**config.mk**
```make
export PLATFORM = sky130hd
export DESIGN_NAME = pipe_skid_reg
export DESIGN_NICKNAME = d
export VERILOG_FILES = /design/src/rtl/pipe_skid_reg_pkg.sv /design/src/rtl/pipe_slot.sv /design/src/rtl/pipe_skid_reg.sv
export SDC_FILE = /design/constraint.sdc
export NUM_CORES = 1
export LEC_CHECK = 0
export BUFFER_PORTS_ARGS = -buffer_cell sky130_fd_sc_hd__buf_2
export CAP_MARGIN = 20
export CORE_UTILIZATION = 52
export DETAILED_ROUTE_END_ITERATION = 12
export PLACE_DENSITY = 0.85
export SYNTH_ARGS = -nofsm -noshare
export SYNTH_HDL_FRONTEND = slang
export SYNTH_SLANG_ARGS = --single-unit
```
**constraint.sdc**
```tcl
create_clock -name clk -period 4 [get_ports clk]
set_input_delay 1.2 -clock clk [delete_from_list [all_inputs] [get_ports clk]]
set_output_delay 1.2 -clock clk [all_outputs]
set_load 0.05 [all_outputs]
```
**src/rtl/pipe_skid_reg_pkg.sv**
```systemverilog
// Shared pipeline definitions: occupancy-state encoding and default payload field widths.
package pipe_skid_reg_pkg;

    localparam int unsigned INSTR_W   = 32;
    localparam int unsigned PC_W      = 32;
    localparam int unsigned RS_W      = 32;
    localparam int unsigned RT_W      = 32;
    localparam int unsigned EXT_W     = 32;
    localparam int unsigned PAYLOAD_W = INSTR_W + PC_W + RS_W + RT_W + EXT_W;

    // Encoding equals the entry count so occupancy is a direct view of the state register.
    typedef enum logic [1:0] {
        ST_EMPTY = 2'd0,
        ST_ONE   = 2'd1,
        ST_TWO   = 2'd2
    } skid_state_e;

    function automatic logic [1:0] occ_of(input skid_state_e st);
        return logic'(st == ST_TWO) ? 2'd2 : (st == ST_ONE) ? 2'd1 : 2'd0;
    endfunction

endpackage

```
**src/rtl/pipe_slot.sv**
```systemverilog
// Payload holding register with load enable and synchronous clear to the bubble value.
module pipe_slot
    import pipe_skid_reg_pkg::*;
#(
    parameter int unsigned           DATA_W     = PAYLOAD_W,
    parameter logic [DATA_W-1:0]     BUBBLE_VAL = '0
) (
    input  logic              clk,
    input  logic              clr,
    input  logic              load,
    input  logic [DATA_W-1:0] d,
    output logic [DATA_W-1:0] q
);

    logic [DATA_W-1:0] data_q;

    always_ff @(posedge clk) begin
        if (clr) begin
            data_q <= BUBBLE_VAL;
        end else if (load) begin
            data_q <= d;
        end
    end

    assign q = data_q;

endmodule

```
**src/rtl/pipe_skid_reg.sv**
```systemverilog
// Two-entry skid pipeline register: fully registered in_ready, flush, saturating stall counter.
module pipe_skid_reg
    import pipe_skid_reg_pkg::*;
#(
    parameter int unsigned       DATA_W     = PAYLOAD_W,
    parameter logic [DATA_W-1:0] BUBBLE_VAL = '0,
    parameter int unsigned       CNT_W      = 16
) (
    input  logic              clk,
    input  logic              reset,
    input  logic              in_valid,
    output logic              in_ready,
    input  logic [DATA_W-1:0] in_data,
    input  logic              flush,
    output logic              out_valid,
    input  logic              out_ready,
    output logic [DATA_W-1:0] out_data,
    output logic [1:0]        occupancy,
    output logic [CNT_W-1:0]  stall_cnt
);

    skid_state_e       state_q, state_d;
    logic [CNT_W-1:0]  stall_q, stall_d;
    logic [DATA_W-1:0] m_q, s_q, m_d;
    logic              m_load, s_load, m_from_s;
    logic              accept, issue, slot_clr;

    assign in_ready  = (state_q != ST_TWO);
    assign out_valid = (state_q != ST_EMPTY);
    assign accept    = in_valid & in_ready;
    assign issue     = out_valid & out_ready;
    assign slot_clr  = reset | flush;

    always_comb begin
        state_d  = state_q;
        m_load   = 1'b0;
        s_load   = 1'b0;
        m_from_s = 1'b0;
        unique case (state_q)
            ST_EMPTY: begin
                if (accept) begin
                    state_d = ST_ONE;
                    m_load  = 1'b1;
                end
            end
            ST_ONE: begin
                if (accept && issue) begin
                    m_load = 1'b1;
                end else if (accept) begin
                    state_d = ST_TWO;
                    s_load  = 1'b1;
                end else if (issue) begin
                    state_d = ST_EMPTY;
                end
            end
            ST_TWO: begin
                if (issue) begin
                    state_d  = ST_ONE;
                    m_load   = 1'b1;
                    m_from_s = 1'b1;
                end
            end
            default: state_d = ST_EMPTY;
        endcase
        if (flush) begin
            state_d = ST_EMPTY;
        end
    end

    assign m_d = m_from_s ? s_q : in_data;

    // Counts every cycle a valid head is held back; flush does not clear it.
    always_comb begin
        stall_d = stall_q;
        if (out_valid && !out_ready && (stall_q != '1)) begin
            stall_d = stall_q + 1'b1;
        end
    end

    always_ff @(posedge clk) begin
        if (reset) begin
            state_q <= ST_EMPTY;
            stall_q <= '0;
        end else begin
            state_q <= state_d;
            stall_q <= stall_d;
        end
    end

    pipe_slot #(
        .DATA_W     (DATA_W),
        .BUBBLE_VAL (BUBBLE_VAL)
    ) u_slot_m (
        .clk  (clk),
        .clr  (slot_clr),
        .load (m_load),
        .d    (m_d),
        .q    (m_q)
    );

    pipe_slot #(
        .DATA_W     (DATA_W),
        .BUBBLE_VAL (BUBBLE_VAL)
    ) u_slot_s (
        .clk  (clk),
        .clr  (slot_clr),
        .load (s_load),
        .d    (in_data),
        .q    (s_q)
    );

    assign out_data  = out_valid ? m_q : BUBBLE_VAL;
    assign occupancy = occ_of(state_q);
    assign stall_cnt = stall_q;

endmodule

```
== Yosys cells after proc, flatten, opt, wreduce, memory -nomap -nowiden ==
Index checks and enable logic that the tools add are counted.
Operators by class
  reduce and logical (&&, ||, !) cells: 8
  bitwise operators: 3
  $add $sub $neg: 1
  equal/unequal tests: 8
  mux-type cells: 17
Operator list (number)
  $mux W160: 2
  $add A16 B1 Y16 const B: 1
  $ne A16 B16 Y1 const B: 1
  $mux W2: 6
  $ne A2 B2 Y1 const B: 4
  $mux W1: 7
  $pmux W2 S3: 1
  $reduce_and A4 Y1: 1
  $logic_and A1 B1 Y1: 3
  $ne A3 B3 Y1 const B: 1
  $pmux W1 S3: 1
  $and A1 B1 Y1: 2
  $eq A2 B1 Y1 const B: 1
  $eq A2 B2 Y1 const B: 1
  $logic_not A2 Y1: 1
  $reduce_bool A2 Y1: 1
  $reduce_or A2 Y1: 1
  $logic_not A1 Y1: 1
  $or A1 B1 Y1: 1
Word-level totals
  output and inout port bits: 180
  bits of input ports: 165
  word-level logic and storage cells: 41
  register bits: 338

== Depth between registers and ports, before layout ==
  word-level depth: 6
  gate-level depth with buffers: 8
  gate-level depth less buffers: 5

== Modules after synthesis ==
Synthesis repeated with hierarchy kept, for this count alone.
Second synthesis, totals
  cell total of the unflattened synthesis: 1508
  area total of the unflattened synthesis: 15344.7 µm²
Modules (own cells, without submodules)
  pipe_slot: seq. area each 3203.1 µm², instances 2, cells each 516, area each 5693.0 µm²
  pipe_skid_reg: seq. area each 360.3 µm², instances 1, cells each 476, area each 3958.8 µm²

== Worst setup path before layout ==
Ideal clock, no wire load.
  kind: register to output
  start point: register state_q[1]
  end point: output out_data[150]
  stages on the path, launching flop included: 6
  required time: 2800 ps
  buffers on the path: 3
  path slack: 938 ps
  arrival time: 1862 ps
  cells stage by stage: dfxtp_1 -> buf_2 -> or2_2 -> clkbuf_1 -> clkbuf_1 -> and2_1
Between the ends
  word-level cells in the longest chain between the ends: 2
Ends and longest elaborated chain
  start, declared: RTL line pipe_skid_reg.sv:22  | skid_state_e state_q, state_d;
  start signal, assigned: RTL line pipe_skid_reg.sv:85  | state_q <= state_d;
  $reduce_bool A2 Y1: RTL line pipe_skid_reg.sv:29  | assign out_valid = (state_q != ST_EMPTY);
  named net out_valid: RTL line pipe_skid_reg.sv:15  | output logic out_valid,
  $mux W160: RTL line pipe_skid_reg.sv:112  | assign out_data = out_valid ? m_q : BUBBLE_VAL;
  end, declared: RTL line pipe_skid_reg.sv:17  | output logic [DATA_W-1:0] out_data,
The timed path passes the listed nets, and every way through them passes these cells.

== Worst setup path after layout ==
  start point: register state_q[1]
  end point: output out_data[53]
Between the ends
  word-level cells in the longest chain between the ends: 2
Ends and longest elaborated chain (RTL line)
  $reduce_bool A2 Y1: pipe_skid_reg.sv:29
  $mux W160: pipe_skid_reg.sv:112
Every way passes these cells.

==> qor.txt <==
TritonCTS Buffers: 36
sequential share of power: 47.4%
peak supply drop: 0.0002753 V
Tmin final: 3606 ps
Pre-Repair DR Iteration Count: 5
CTS sink cnt: 338
pin count of the biggest net entering global routing: 161
Worst-Skew Late Latency: 500 ps
layout cell share with drive strength beyond 1: 21.75%
clock slew at reported path FFs: 60 ps
antenna violations before repair: 19
Synth async-reset ratio: 0%
Final ANT Viol Nets: 0
clock root buffer: clkbuf_16
Mean Syn Cell Area: 8.591 um^2
Syn Std Cell Area: 0.01461 mm^2
RSZ-0062 raised after global routing: no
Post-synth EDFFs: 0
Ys Warns: 0
overall routing resource usage: 24.38%
synth unique cells: 47
hold crit path type: flop to flop
H-tree Lvls: 2
combinational power share: 8.5%
setup ws final: 393.7 ps
Net Sw Frac: 23.56%
gpl congestion: 0.8466
max-slew violation count: 0
Required @ worst endpoint: 2800 ps
DP Worst Slack: 791.1 ps
Leakage Power: 8.187 nW
fmax: 277.3 MHz
Fill cells: 2286
die area: 0.02878 mm^2
Site Rows: 61
Port-buffer cells: 344
half-perimeter wire length after placement: 23400 um
# DRC: 0
# IOs: 345
core area: 0.02771 mm^2
routed wire length: 37000 um
max-cap violation count: 0
Post-Synthesis Cells: 1701
number of global-route vias before repair: 11570
Arrival @ worst endpoint: 2410 ps
CTS Hold Bufs: 0
worst slew pin tran: 1011 ps
Iteration-0 DRC Markers: 1027
syn nets: 1867
internal power: 5.641 mW
overflow left after global routing: 0
Reg area: 0.006766 mm^2
drt via density: 5.389
Clock Skews: 13.05 ps
slew margin rel.: 32.05%
Post-CTS Resized: 0
status: complete, no violations
post-synthesis sequential area ratio: 46.30%
Critical Path Start Type: flop
postcts setup bufs: 0
PwrDens: 420.9 mW/mm^2
maximum buffer depth of the clock tree: 3
switching power: 1.739 mW
CP max-delay cell: or2_4
DIE HEIGHT: 169.6 um
synth-to-layout area growth: 19.98%
Initial Util: 52.75%
CTS tree: done
Setup violations, final: 0
Cell Chain, Critical Path: or2_4, buf_12, and2_1, buf_2
drt wl/cell: 15.61 um
Post-Route Setup TNS: 0 ps
first-pass GRT wire length: 57380 um
crit path kind: flop to output pin
crit path max fanout: 85
Final Cycle Share: 90.16%
FF+latch count, synth: 338
Largest stage delay, worst path: 510 ps
Clk pwr share: 44.1%
Critical Path Sink Type: output pin
Top FF cell, synth: dfxtp_1
multi-input gate area in the final layout: 0.007071 mm^2
Final Net Count: 2121
DR vias: 12770
die width: 169.6 um
Hold Vio Cnt, Final: 0
## area by class of cell
class | count | area share [%]
Multi-Input combinational cell | 1212 | 40.32
Sequential cell | 338 | 38.59
Timing Repair Buffer | 362 | 11.45
Clock buffer | 57 | 6.394
Tap cell | 378 | 2.697
Clock inverter | 3 | 0.2283
Antenna cell | 15 | 0.2141
Inverter | 5 | 0.1070
## cells by family after synthesis
family                     Yosys count  share of synthesized area [%]
AOI/OAI and AO/OA                  348                          15.10
adders and majority gates            1                        0.08560
buffers and inverters              151                          5.454
DFF                                338                          46.30
muxes                              165                          11.38
and+or+nand+nor                    698                          21.68
## synth_stat cells (3+ instances only)
master    instances  area (um^2)
nand4_1           5        31.28
nor4_1            3        18.77
or4_1             3        22.52
buf_1             3        11.26
mux2i_1         162         1622
nand3_1           3        15.01
dfxtp_1         338         6766
nor2b_1           7        43.79
a21oi_1         166        830.8
buf_6            23        259.0
nand3_2           3        30.03
buf_2            37        185.2
and2_1          160         1001
o31ai_1           3        22.52
a211oi_1        163         1224
inv_1             5        18.77
nor2_1          170        638.1
buf_4             3        22.52
nor3_1            3        15.01
nand2_1         326         1224
or2_2             3        18.77
clkbuf_1         80        300.3
## path summary, 6_finish.rpt
path | to | from | slack [ps] | cells after the start
setup / recovery | out_data[53] | state_q[1]$_SDFFE_PP0P_ | 390 | 4
hold / removal | u_slot_s.q[144]$_SDFFE_PP0P_ | u_slot_s.q[144]$_SDFFE_PP0P_ | 450 | 2
setup reg to reg | u_slot_m.q[50]$_SDFFE_PP0P_ | state_q[1]$_SDFFE_PP0P_ | 1660 | 5
hold reg to reg | u_slot_s.q[144]$_SDFFE_PP0P_ | u_slot_s.q[144]$_SDFFE_PP0P_ | 450 | 2
## state kept, by name, indices dropped and copies added (netlist names)
signal / cells
stall_cnt: 16
u_slot_m.q: 160
state_q: 2
u_slot_s.q: 160
## cell usage in the layout, fill, tap and decap left out, types with 15 or more instances in the layout
cell         n
dfxtp_1    338
nor2_1     170
and2_1     160
diode_2     15
a211oi_1   163
mux2i_1    162
buf_2      344
a21oi_1    166
nand2_1    326
clkbuf_16   37
## metal layers
metal  up-vias  global-route usage, %  routed length (um)  part of all wire [%]
li1       6308                      -                   -                     -
met1      5864                  30.28               15350                    41
met2       477                  39.08               17250                    47
met3       113                  5.084                2599                   7.0
met4        10                  14.30                1737                   4.7
met5         -                      0                  66                  0.18
## worst max-delay path: cells and delay by family, from the launching register on
| kind | cells | cell delay [ps] |
|---|---|---|
| buffers and inverters | 2 | 640 |
| AND/OR/NAND/NOR | 2 | 750 |
| flip-flops | 1 | 480 |
## stage by stage
step	hold WS (ps)	utilization [%]	area [um^2]	total power [mW]	cells
2_1_floorplan	435.7	-	14610	3.979	1701
3_3_place_gp	440.5	58.96	16340	4.172	2295
3_5_place_dp	445.6	58.96	16340	4.196	2295
4_1_cts	453.9	63.15	17500	7.437	2355
5_1_grt	467.5	63.26	17530	7.651	2367
6_report	450.7	63.29	17530	7.380	2370
## power groups by stage
| stage | Clock (mW) | Sequential (mW) | Combinational, mW |
|---|---|---|---|
| detailed placement | 0 | 3.57 | 0.626 |
| finish | 3.25 | 3.50 | 0.631 |
| floorplan | 0 | 3.56 | 0.422 |
| global route | 3.45 | 3.51 | 0.690 |
| CTS | 3.31 | 3.50 | 0.630 |
| global placement | 0 | 3.57 | 0.606 |
Power figures use the tool's default switching activity.
